**src/rtl/adc_avg_filter.sv**
```systemverilog
// Moving-average filter for a 10-bit ADC stream: mean of the last 2^LOG2N samples,
// updated once per rising edge of data_valid_in.
module adc_avg_filter #(
    parameter int LOG2N = 3
) (
    input  logic       sysclk,
    input  logic       reset,
    input  logic [9:0] data_in,
    input  logic       data_valid_in,
    input  logic       clear,
    output logic [9:0] data_out,
    output logic       data_valid_out,
    output logic       filled
);

    localparam int N     = 1 << LOG2N;
    localparam int SUM_W = 10 + LOG2N;
    localparam logic [LOG2N:0] FILL_MAX = (LOG2N + 1)'(N);

    logic [9:0]       r_buf [N];
    logic [LOG2N-1:0] r_wptr;
    logic [SUM_W-1:0] r_sum;
    logic [LOG2N:0]   r_fill;
    logic             r_dv_q;
    logic [9:0]       r_data_out;
    logic             r_data_valid_out;

    logic             w_accept;
    logic [SUM_W-1:0] w_sum_next;

    // The sum always contains the evicted entry, so the subtraction never underflows.
    assign w_accept   = data_valid_in & ~r_dv_q;
    assign w_sum_next = r_sum + SUM_W'(data_in) - SUM_W'(r_buf[r_wptr]);

    always_ff @(posedge sysclk) begin
        // NOTE: all state here uses non-blocking assignments so every register
        // samples pre-edge values; blocking would chain reads within the same edge.
        if (reset) begin
            // NOTE: the window buffer is explicitly zeroed because stale entries
            // would be subtracted from the sum once the pointer wraps.
            for (int i = 0; i < N; i++) r_buf[i] <= '0;
            r_wptr           <= '0;
            r_sum            <= '0;
            r_fill           <= '0;
            r_dv_q           <= 1'b1;
            r_data_out       <= '0;
            r_data_valid_out <= 1'b0;
        end else if (clear) begin
            for (int i = 0; i < N; i++) r_buf[i] <= '0;
            r_wptr           <= '0;
            r_sum            <= '0;
            r_fill           <= '0;
            r_dv_q           <= data_valid_in;
            r_data_out       <= '0;
            r_data_valid_out <= 1'b0;
        end else begin
            r_dv_q           <= data_valid_in;
            r_data_valid_out <= w_accept;
            if (w_accept) begin
                r_buf[r_wptr] <= data_in;
                r_wptr        <= r_wptr + 1'b1;
                r_sum         <= w_sum_next;
                r_data_out    <= w_sum_next[SUM_W-1:LOG2N];
                if (r_fill != FILL_MAX) r_fill <= r_fill + 1'b1;
            end
        end
    end

    assign data_out       = r_data_out;
    assign data_valid_out = r_data_valid_out;
    assign filled         = (r_fill == FILL_MAX);

endmodule

```
**config.mk**
```make
export PLATFORM = sky130hd
export DESIGN_NAME = adc_avg_filter
export DESIGN_NICKNAME = d
export VERILOG_FILES = /design/src/rtl/adc_avg_filter.sv
export SDC_FILE = /design/constraint.sdc
export NUM_CORES = 1
export LEC_CHECK = 0
export CAP_MARGIN = 10
export CORE_UTILIZATION = 45
export CTS_CLUSTER_DIAMETER = 30
export DETAILED_ROUTE_END_ITERATION = 8
export GPL_TIMING_DRIVEN = 0
export SKIP_CTS_REPAIR_TIMING = 1
export SYNTH_ARGS = -nofsm -noshare
export SYNTH_HDL_FRONTEND = slang
export SYNTH_SLANG_ARGS = --single-unit
export TNS_END_PERCENT = 1
```
**constraint.sdc**
```tcl
create_clock -name sysclk -period 3.7 [get_ports sysclk]
set_input_delay 1.11 -clock sysclk [delete_from_list [all_inputs] [get_ports sysclk]]
set_output_delay 1.11 -clock sysclk [all_outputs]
set_load 0.03 [all_outputs]
```
==> impl_results.md, run 1 <==
* #FFs+latches synth at 105
* Global placer's final weighted congestion at 0.848
* Synthesized area at 5520 µm²
* Ant. Diodes at 0
* Antenna violations before repair at 0
* Synth Net Count at ~500
* Slew @ Worst Pin at 712 ps
* Worst Reg-to-Reg Cells at 12
* Full die area at 12700 µm²
* Reg2reg end: r_sum[12]$_SDFFE_PP0P_
* Max Cap Viol at 0
* Status: finished, final reports clean
* Leading area contributor after synthesis: edfxtp_1
* Worst reg2reg setup slack at roughly 120 ps
* Vias in the first global route at 3739
* GRT Total Usage at 22.4%
* Initial Util at 46.1%
* Area growth, synth to finish at 17.6%
* Die height at 113 µm
* Detailed Route Iter0 Violations at 196
* Nets at 560
* Pwr dens at about 400 nW/µm²
* Commonest cells after routing, fill and taps aside: edfxtp_1, inv_1, nor4_1, nor3_1, buf_4
* Async set-reset flop share out of synthesis at 0%
* Hold Startpoint: r_sum[2]$_SDFFE_PP0P_
* Final HPWL DP at 9210 µm
* Number of routed nets with antenna violations at 0
* Cells after DPL at 641
* Core box area at 12000 µm²
* Clock buffer depth at 2
* Fin cells at 672
* Clock slew at reported path FFs at 70 ps
* Vias per cell at between 5 and 6
* Critical path fanouts, max at 6
* Number of distinct library cells after synthesis at 49
* Largest family of logic cells by synthesized area: simple AND/OR/NAND/NOR gates
* Critical Path Sink: r_sum[9]$_SDFFE_PP0P_
* Worst skew pair latency at about 360 ps
* Die Wd at 113 µm
* Critical path class: in2reg
* CP Data Required Time at 3920 ps
* IO Count at 26
* Leakage at 2.38 nW
* XOR/XNOR Fraction of Synth Area at between 1.5 and 2%
* DRC at 0
* Peak Freq at roughly 280 MHz
* Synth Instances at 464
* Final hold vios at 0
* RSZ-0062 raised after global routing: false
* Main synth FF type: edfxtp_1
* Simple-gate share of the synthesized area at between 10% and 20%
* Register area share after synthesis at about 53%
* Final Critical Period at between 3000 and 4000 ps
* Yosys warns at 0
* Setup violators final at 0
* H-tree lvl count at 3
* Adder-cell share of the synthesized area at between 7 and 8%
* Pin count of the biggest net entering global routing at 20
* Setup crit start kind: input port
* Worst slew margin at 52.6%
* Global-route wire length before repair at 20700 µm
* Num CTS Buffers at 9
* Maximum VDD drop at about 0.35 mV
* First-pass DRT Iterations at 4
* Mux contribution to synthesized area at a little over a tenth
* Clk_skew at around 10 ps
* Clock sinks at 105
* Avg Inst Size Synth at 11.9 µm²
* Setup WS post-layout at 120 ps
* Drt wl/cell at 20.0 µm
* EDFF count, synth at 80
* Total number of vias at 3852
* Top-area cell type share of the netlist area at 43.5%
* Top post-synthesis cells by area: edfxtp_1, dfxtp_1, mux4_2
* Port Buffers at 25
* GRT overflow at 0
* Fillers at 1048
* Dpl ws at -570 ps
* Commonest non-fill, non-tap cell in the layout: edfxtp_1
* CTS Root Cell: clkbuf_16
* Critical Path Start: data_in[3]
* Hold path depth at 2
* Period utilisation layout at 96.8%
* Critical Path AT at 3800 ps
* Final wirelength at 13400 µm
* CTS tree: done
* Synth Area in Compound Gates at 6.08%
* Slew Viols, Final at 0
* Share of layout cells above drive strength 1 at 23.0%
* Row cnt at 40
* Hold Path Class: reg2reg
* Endpoint type of the worst setup path: flop
## registers in the layout (all words and copies together) (netlist names), named ones only
name and count:
r_wptr 3, r_fill 4, r_dv_q 1, r_buf 80
data_valid_out 1, r_sum 13
## area by class of cell
type	count	area, µm²	area share (%)
flip-flops and latches	105	2900	44.8
multi-input cells	270	2260	34.9
repair buffers	45	408	6.29
clock buffers	9	225	3.47
plain buffers	41	224	3.45
inverters	48	214	3.30
well taps	147	184	2.84
clock inverters	7	62.6	0.965
## synth_stat cells (3+ instances only)
cell type	instances
inv_1	39
clkbuf_1	21
nor2_1	12
edfxtp_1	80
a21o_2	3
buf_1	3
nand2_1	24
o21ai_0	11
nor3_1	34
clkinv_1	9
buf_4	10
nand2b_1	9
a21o_1	4
buf_2	7
mux4_2	20
nand3_1	5
ha_1	16
a21oi_1	16
fa_1	10
dfxtp_1	25
and2_1	12
nor4_1	39
xnor2_1	6
mux2_2	10
xor2_1	5
a31oi_1	3
## how the worst min path moves through the flow
stage,end,slack (ps)
final,r_sum[2]$_SDFFE_PP0P_,460
after CTS,r_sum[2]$_SDFFE_PP0P_,460
after floorplan,r_sum[2]$_SDFFE_PP0P_,430
after global routing,r_sum[0]$_SDFFE_PP0P_,490
after global placement,r_sum[0]$_SDFFE_PP0P_,440
after detailed placement,r_sum[2]$_SDFFE_PP0P_,450
## critical path, cell delays in order
cell and delay, ps:
clkdlybuf4s50_1 520, clkinvlp_4 160, fa_1 550, inv_1 40, ha_2 330, a21o_2 210
a21oi_2 190, o21ai_2 120, o31ai_2 260, xor2_1 200, a21oi_1 90
## layer usage
layer	global-route usage (%)	up-vias	share of wire [%]
met4	5.24	0	1.1
met1	28.7	1929	42
met2	38.0	108	50
met3	6.00	13	6.8
met5	0	-	0
li1	-	1802	-
## power by group
part	leakage (nW)	switching, mW	internal [mW]
clock	0.139	0.469	0.470
combinational	1.14	0.222	0.171
sequential	1.09	0.0137	1.30
## through the flow
stage               TNS [ps]  instance area (µm²)  util (%)  power, mW  hold WS, ps
global route               0                 6490      54.2       2.75          494
detailed placement     -3710                 6000      50.1       1.70          451
global placement      -29660                 5950      49.7       1.69          445
floorplan                  0                 5520         -       1.59          432
finish                     0                 6490      54.2       2.65          461
CTS                     -821                 6290      52.6       2.63          462
## cells by family (layout without fill, tap and decap cells)
logic type / after synthesis / count (layout)
simple gates: 151 / 151
flops: 105 / 105
buf+inv: 89 / 150
compound gates: 50 / 50
mux: 32 / 32
fa+ha+maj: 26 / 26
xor+xnor: 11 / 11
(Power assumes the default switching activity.)
==> run 2, diff against run 1 <==
Clock period 3.7 ns to 3.5 ns, I/O delays scaled along.
==> impl_results.md, run 2 (synthesis gave the netlist of run 1 again) <==
* Status: finished, final reports clean
* Nets at 570
* Endpoint type of the worst setup path: flop
* Largest Register: r_buf
* Critical path class: reg2reg
* Commonest non-fill, non-tap cell in the layout: edfxtp_1
* RSZ-0062 raised after global routing: true
* Max stage delay on crit path at 500 ps
* CTS tree: done
* Commonest cells after routing, fill and taps aside: edfxtp_1, nor4_1, buf_4, inv_1, nor3_1
* Worst path cell trace: buf_12, mux4_2, mux2_2, fa_1, inv_1, ha_4, a21o_2, or2_4, o211ai_2, mux2_4, a21o_1, a21oi_2
* Setup crit start kind: flop
* Drt wl/cell at 20.1 µm
* Multi-input logic area at 2380 µm²
* Period utilisation layout at ~100%
* Num CTS Buffers at 9
* Dpl cell area at ~6000 µm²
* Peak Freq at 287 MHz
* Slew @ Worst Pin at just over 700 ps
* Clk_skew at 8.69 ps
* Cells after DPL at 641
* Setup violators final at 0
* Worst skew pair latency at ~360 ps
* First-pass DRT Iterations at 4
* Full die area at 12700 µm²
* Max reg flops at 80
* Antenna violations before repair at 0
* Max Cap Viol at 0
* Die Wd at approximately 110 µm
* Clock sinks at 105
* Final hold vios at 0
* Final wirelength at 13700 µm
* Design Area, Final at roughly 6700 µm²
* Final Critical Period at 3490 ps
* Global-route wire length before repair at 20700 µm
* Share of layout cells above drive strength 1 at 26.4%
* Ant. Diodes at 0
* Pin count of the biggest net entering global routing at 20
* Worst slew margin at roughly 51%
* Clock buffer depth at 2
* FF/Latch Area at 2910 µm²
* Core box area at approximately 12000 µm²
* Area growth, synth to finish at 21.6%
* Maximum VDD drop at 0.367 mV
* Die height at between 100 and 150 µm
* Fin cells at 682
* Leakage at 2.44 nW
* GRT Total Usage at 22.4%
* Slew Viols, Final at 0
* Total power at 2.85 mW
* GRT overflow at 0
* Clock slew at reported path FFs at 70 ps
* Vias per cell at between 5 and 6
* Critical path fanouts, max at 5
* Biggest regs: r_buf: 80 flops, r_sum: 13 flops, r_fill: 4 flops
* Final HPWL DP at 9210 µm
* Hold Path Class: reg2reg
* Top delay family on crit path: multiplexers
* DRC at 0
* Slowest-stage cell, CP: mux4_2
* CTS Root Cell: clkbuf_16
* CP Data Required Time at 3790 ps
* Vias in the first global route at 3739
* Fillers at 1025
* Hold WS at between 400 and 500 ps
* Detailed Route Iter0 Violations at about 250
* Total number of vias at 3901
* Pwr dens at 426 nW/µm²
* Row cnt at 40
* Critical Path AT at 3770 ps
* Global placer's final weighted congestion at around 0.85
* Port Buffers at 25
* Initial Util at 46.1%
* Number of routed nets with antenna violations at 0
* WP buf/inv at 2
* IO Count at 26
* H-tree lvl count at 3
* Hold Startpoint: r_sum[2]$_SDFFE_PP0P_
[run 2: cell types whose count changed in the layout (fill, tap and decap cells not counted), moves of 4 or more]
cell / before / now
buf_4: 30 / 39
ha_4: 0 / 6
mux2_4: 1 / 5
mux2_2: 10 / 6
ha_1: 13 / 8
[run 2: worst min-delay path, stage by stage (launching register included)]
cell and delay [ps]:
dfxtp_1 310, nand2_1 50, a21oi_1 50
[run 2: per-layer routing]
metal / track usage [%] / up-vias / wire, µm
li1: - / 1815 / -
met1: 28.7 / 1968 / 5620
met2: 38.0 / 108 / 6910
met3: 6.00 / 10 / 1060
met4: 5.24 / 0 / 119
met5: 0 / - / 0
[run 2: final timing paths]
check                           slack (ps)                endpoint  depth (start not counted)
worst max-delay path                    10  r_sum[12]$_SDFFE_PP0P_                         12
worst min-delay path                   460   r_sum[2]$_SDFFE_PP0P_                          2
worst max register to register          10  r_sum[12]$_SDFFE_PP0P_                         12
worst min register to register         460   r_sum[2]$_SDFFE_PP0P_                          2
[run 2: cell type report]
type,instances,area share (%)
clock buffers,9,3.36
clock inverters,7,0.933
well taps,147,2.74
flip-flops and latches,105,43.3
plain buffers,41,3.47
inverters,48,3.19
repair buffers,55,7.42
multi-input cells,270,35.6
[run 2: power by group]
part / leakage, nW / internal [mW] / switching [mW] / total [mW]
Clock: 0.139 / 0.496 / 0.496 / 0.993
Sequential: 1.09 / 1.38 / 0.0148 / 1.39
Combinational: 1.21 / 0.216 / 0.252 / 0.468
Total: 2.44 / 2.09 / 0.764 / 2.85
[run 2: stage by stage]
stage | setup slack [ps] | util [%] | setup TNS (ps)
3_5_place_dp | -710 | 50.1 | -6680
3_3_place_gp | -786 | 49.7 | -38060
4_1_cts | -356 | 52.6 | -1730
2_1_floorplan | 38.0 | - | 0
5_1_grt | -71.6 | 56.1 | -139
6_report | 12.7 | 56.1 | 0
==> run 3, diff against run 2 <==
Settings changed: PLACE_DENSITY set to 0.61.
==> impl_results.md, run 3 (synthesis gave the netlist of run 1 again) <==
* Status: finished, final reports clean
* Leakage at 2.47 nW
* Maximum VDD drop at 0.274 mV
* GRT Total Usage at 22.3%
* Clk_skew at 9.86 ps
* Int Power at 2.15 mW
* Ant. Diodes at 0
* Critical path class: reg2reg
* Top delay family on crit path: multiplexers
* Pin count of the biggest net entering global routing at 20
* Slowest-stage cell, CP: mux4_2
* Vias per cell at 5.58
* Worst skew pair latency at 350 ps
* Sw power at 0.745 mW
* Row cnt at 40
* Antenna violations before repair at 0
* CP Depth at 12
* CTS tree: done
* Endpoint type of the worst setup path: flop
* Nets at approximately 570
* Initial Util at between 40% and 50%
* Fin util at 56.2%
* Commonest non-fill, non-tap cell in the layout: edfxtp_1
* Share of layout cells above drive strength 1 at 26.1%
* Worst Reg-to-Reg Cells at 12
* Total number of vias at between 3000 and 4000
* Peak Freq at between 200 and 300 MHz
* Clock slew at reported path FFs at 70 ps
* CP Data Required Time at between 3000 and 4000 ps
* Biggest regs: r_buf: 80 flops, r_sum: 13 flops, r_fill: 4 flops
* Fillers at ~980
* Port Buffers at 25
* Sequential group share of total power at 48.1%
* Clock sinks at around 110
* Hold path depth at 2
* H-tree lvl count at 3
* WP buf/inv at 2
* Clock Power Share at 36.7%
* Worst path cell trace: buf_12, mux4_2, mux2_4, fa_1, inv_1, ha_4, a21o_4, or2_1, o211ai_2, mux2_4, a21o_1, a21oi_2
* Area growth, synth to finish at 21.8%
* Worst slew margin at a little under half
* Number of routed nets with antenna violations at 0
* GRT overflow at 0
* Die Wd at 113 µm
* Slew @ Worst Pin at 811 ps
* Max stage delay on crit path at 530 ps
* DRC at 0
* CTS Root Cell: clkbuf_16
* Combinational share of power at between 15 and 20%
* Commonest cells after routing, fill and taps aside: edfxtp_1, nor4_1, inv_1, buf_4, nor3_1
* Final wirelength at 13300 µm
* RSZ-0062 raised after global routing: true
* Full die area at between 10000 and 15000 µm²
* Num CTS Buffers at 9
* Vias in the first global route at 3808
* Detailed Route Iter0 Violations at between 300 and 400
* Max Cap Viol at 0
* Largest Register: r_buf
* Drt wl/cell at roughly 20 µm
* Global placer's final weighted congestion at 0.847
* Final HPWL DP at 9170 µm
* Setup violators final at 0
* Period utilisation layout at 99.5%
* Critical path fanouts, max at 6
* Sw Ratio at 25.7%
* Max reg flops at 80
* Die height at 113 µm
* Final hold vios at 0
* Global-route wire length before repair at 20600 µm
* Setup_tns at 0 ps
* Final Critical Period at 3480 ps
* Critical Path AT at 3760 ps
* First-pass DRT Iterations at 4
* Hold Path Class: reg2reg
* Core box area at 12000 µm²
* Pwr dens at roughly 430 nW/µm²
* Total power at 2.89 mW
* Most Frequent Cell on Critical Path: mux2_4
* Setup crit start kind: flop
* Clock buffer depth at 2
* IO Count at 26
* Slew Viols, Final at 0
-- run 3: layout make-up --
type	count	area, µm²	area share, %
sequential	105	2910	43.3
timing repair buffer	53	503	7.49
clock inverter	7	87.6	1.30
clock buffer	9	225	3.35
multi-input combinational	270	2370	35.2
tap	147	184	2.74
buffer	41	233	3.46
inverter	48	214	3.18
-- run 3: final timing paths --
check | startpoint | end | slack [ps]
max reg2reg | flop | r_sum[12]$_SDFFE_PP0P_ | 20
min | r_sum[0]$_SDFFE_PP0P_ | r_sum[0]$_SDFFE_PP0P_ | 460
min reg2reg | r_sum[0]$_SDFFE_PP0P_ | r_sum[0]$_SDFFE_PP0P_ | 460
max | flop | r_sum[12]$_SDFFE_PP0P_ | 20
-- run 3: per-stage QoR --
step | setup slack [ps] | std cells | area, µm² | hold WS (ps)
after floorplan | 38.0 | 464 | 5520 | 432
after global placement | -799 | 636 | 5950 | 444
after detailed placement | -692 | 641 | 6000 | 450
after CTS | -365 | 657 | 6310 | 469
after global routing | -68.0 | 680 | 6720 | 488
final | 19.2 | 680 | 6720 | 463
-- run 3: power by group through the flow --
stage	clock network [mW]	logic [mW]	registers [mW]
2_1_floorplan	0	0.269	1.42
6_report	1.06	0.438	1.39
3_5_place_dp	0	0.370	1.42
4_1_cts	1.08	0.371	1.39
3_3_place_gp	0	0.359	1.42
5_1_grt	1.13	0.480	1.40
-- run 3: worst register-to-register path, cell delays in order, from the launching register on --
cell and delay [ps]:
dfxtp_4 410, buf_12 140, mux4_2 540, mux2_4 290, fa_1 480, inv_1 70
ha_4 240, a21o_4 210, or2_1 250, o211ai_2 200, mux2_4 320, a21o_1 160
a21oi_2 100
-- run 3: layer usage --
metal / routed length, µm / track usage (%)
met1: 5760 / 27.8
met2: 6600 / 36.8
met3: 538 / 5.78
met4: 398 / 9.42
met5: 0 / 0
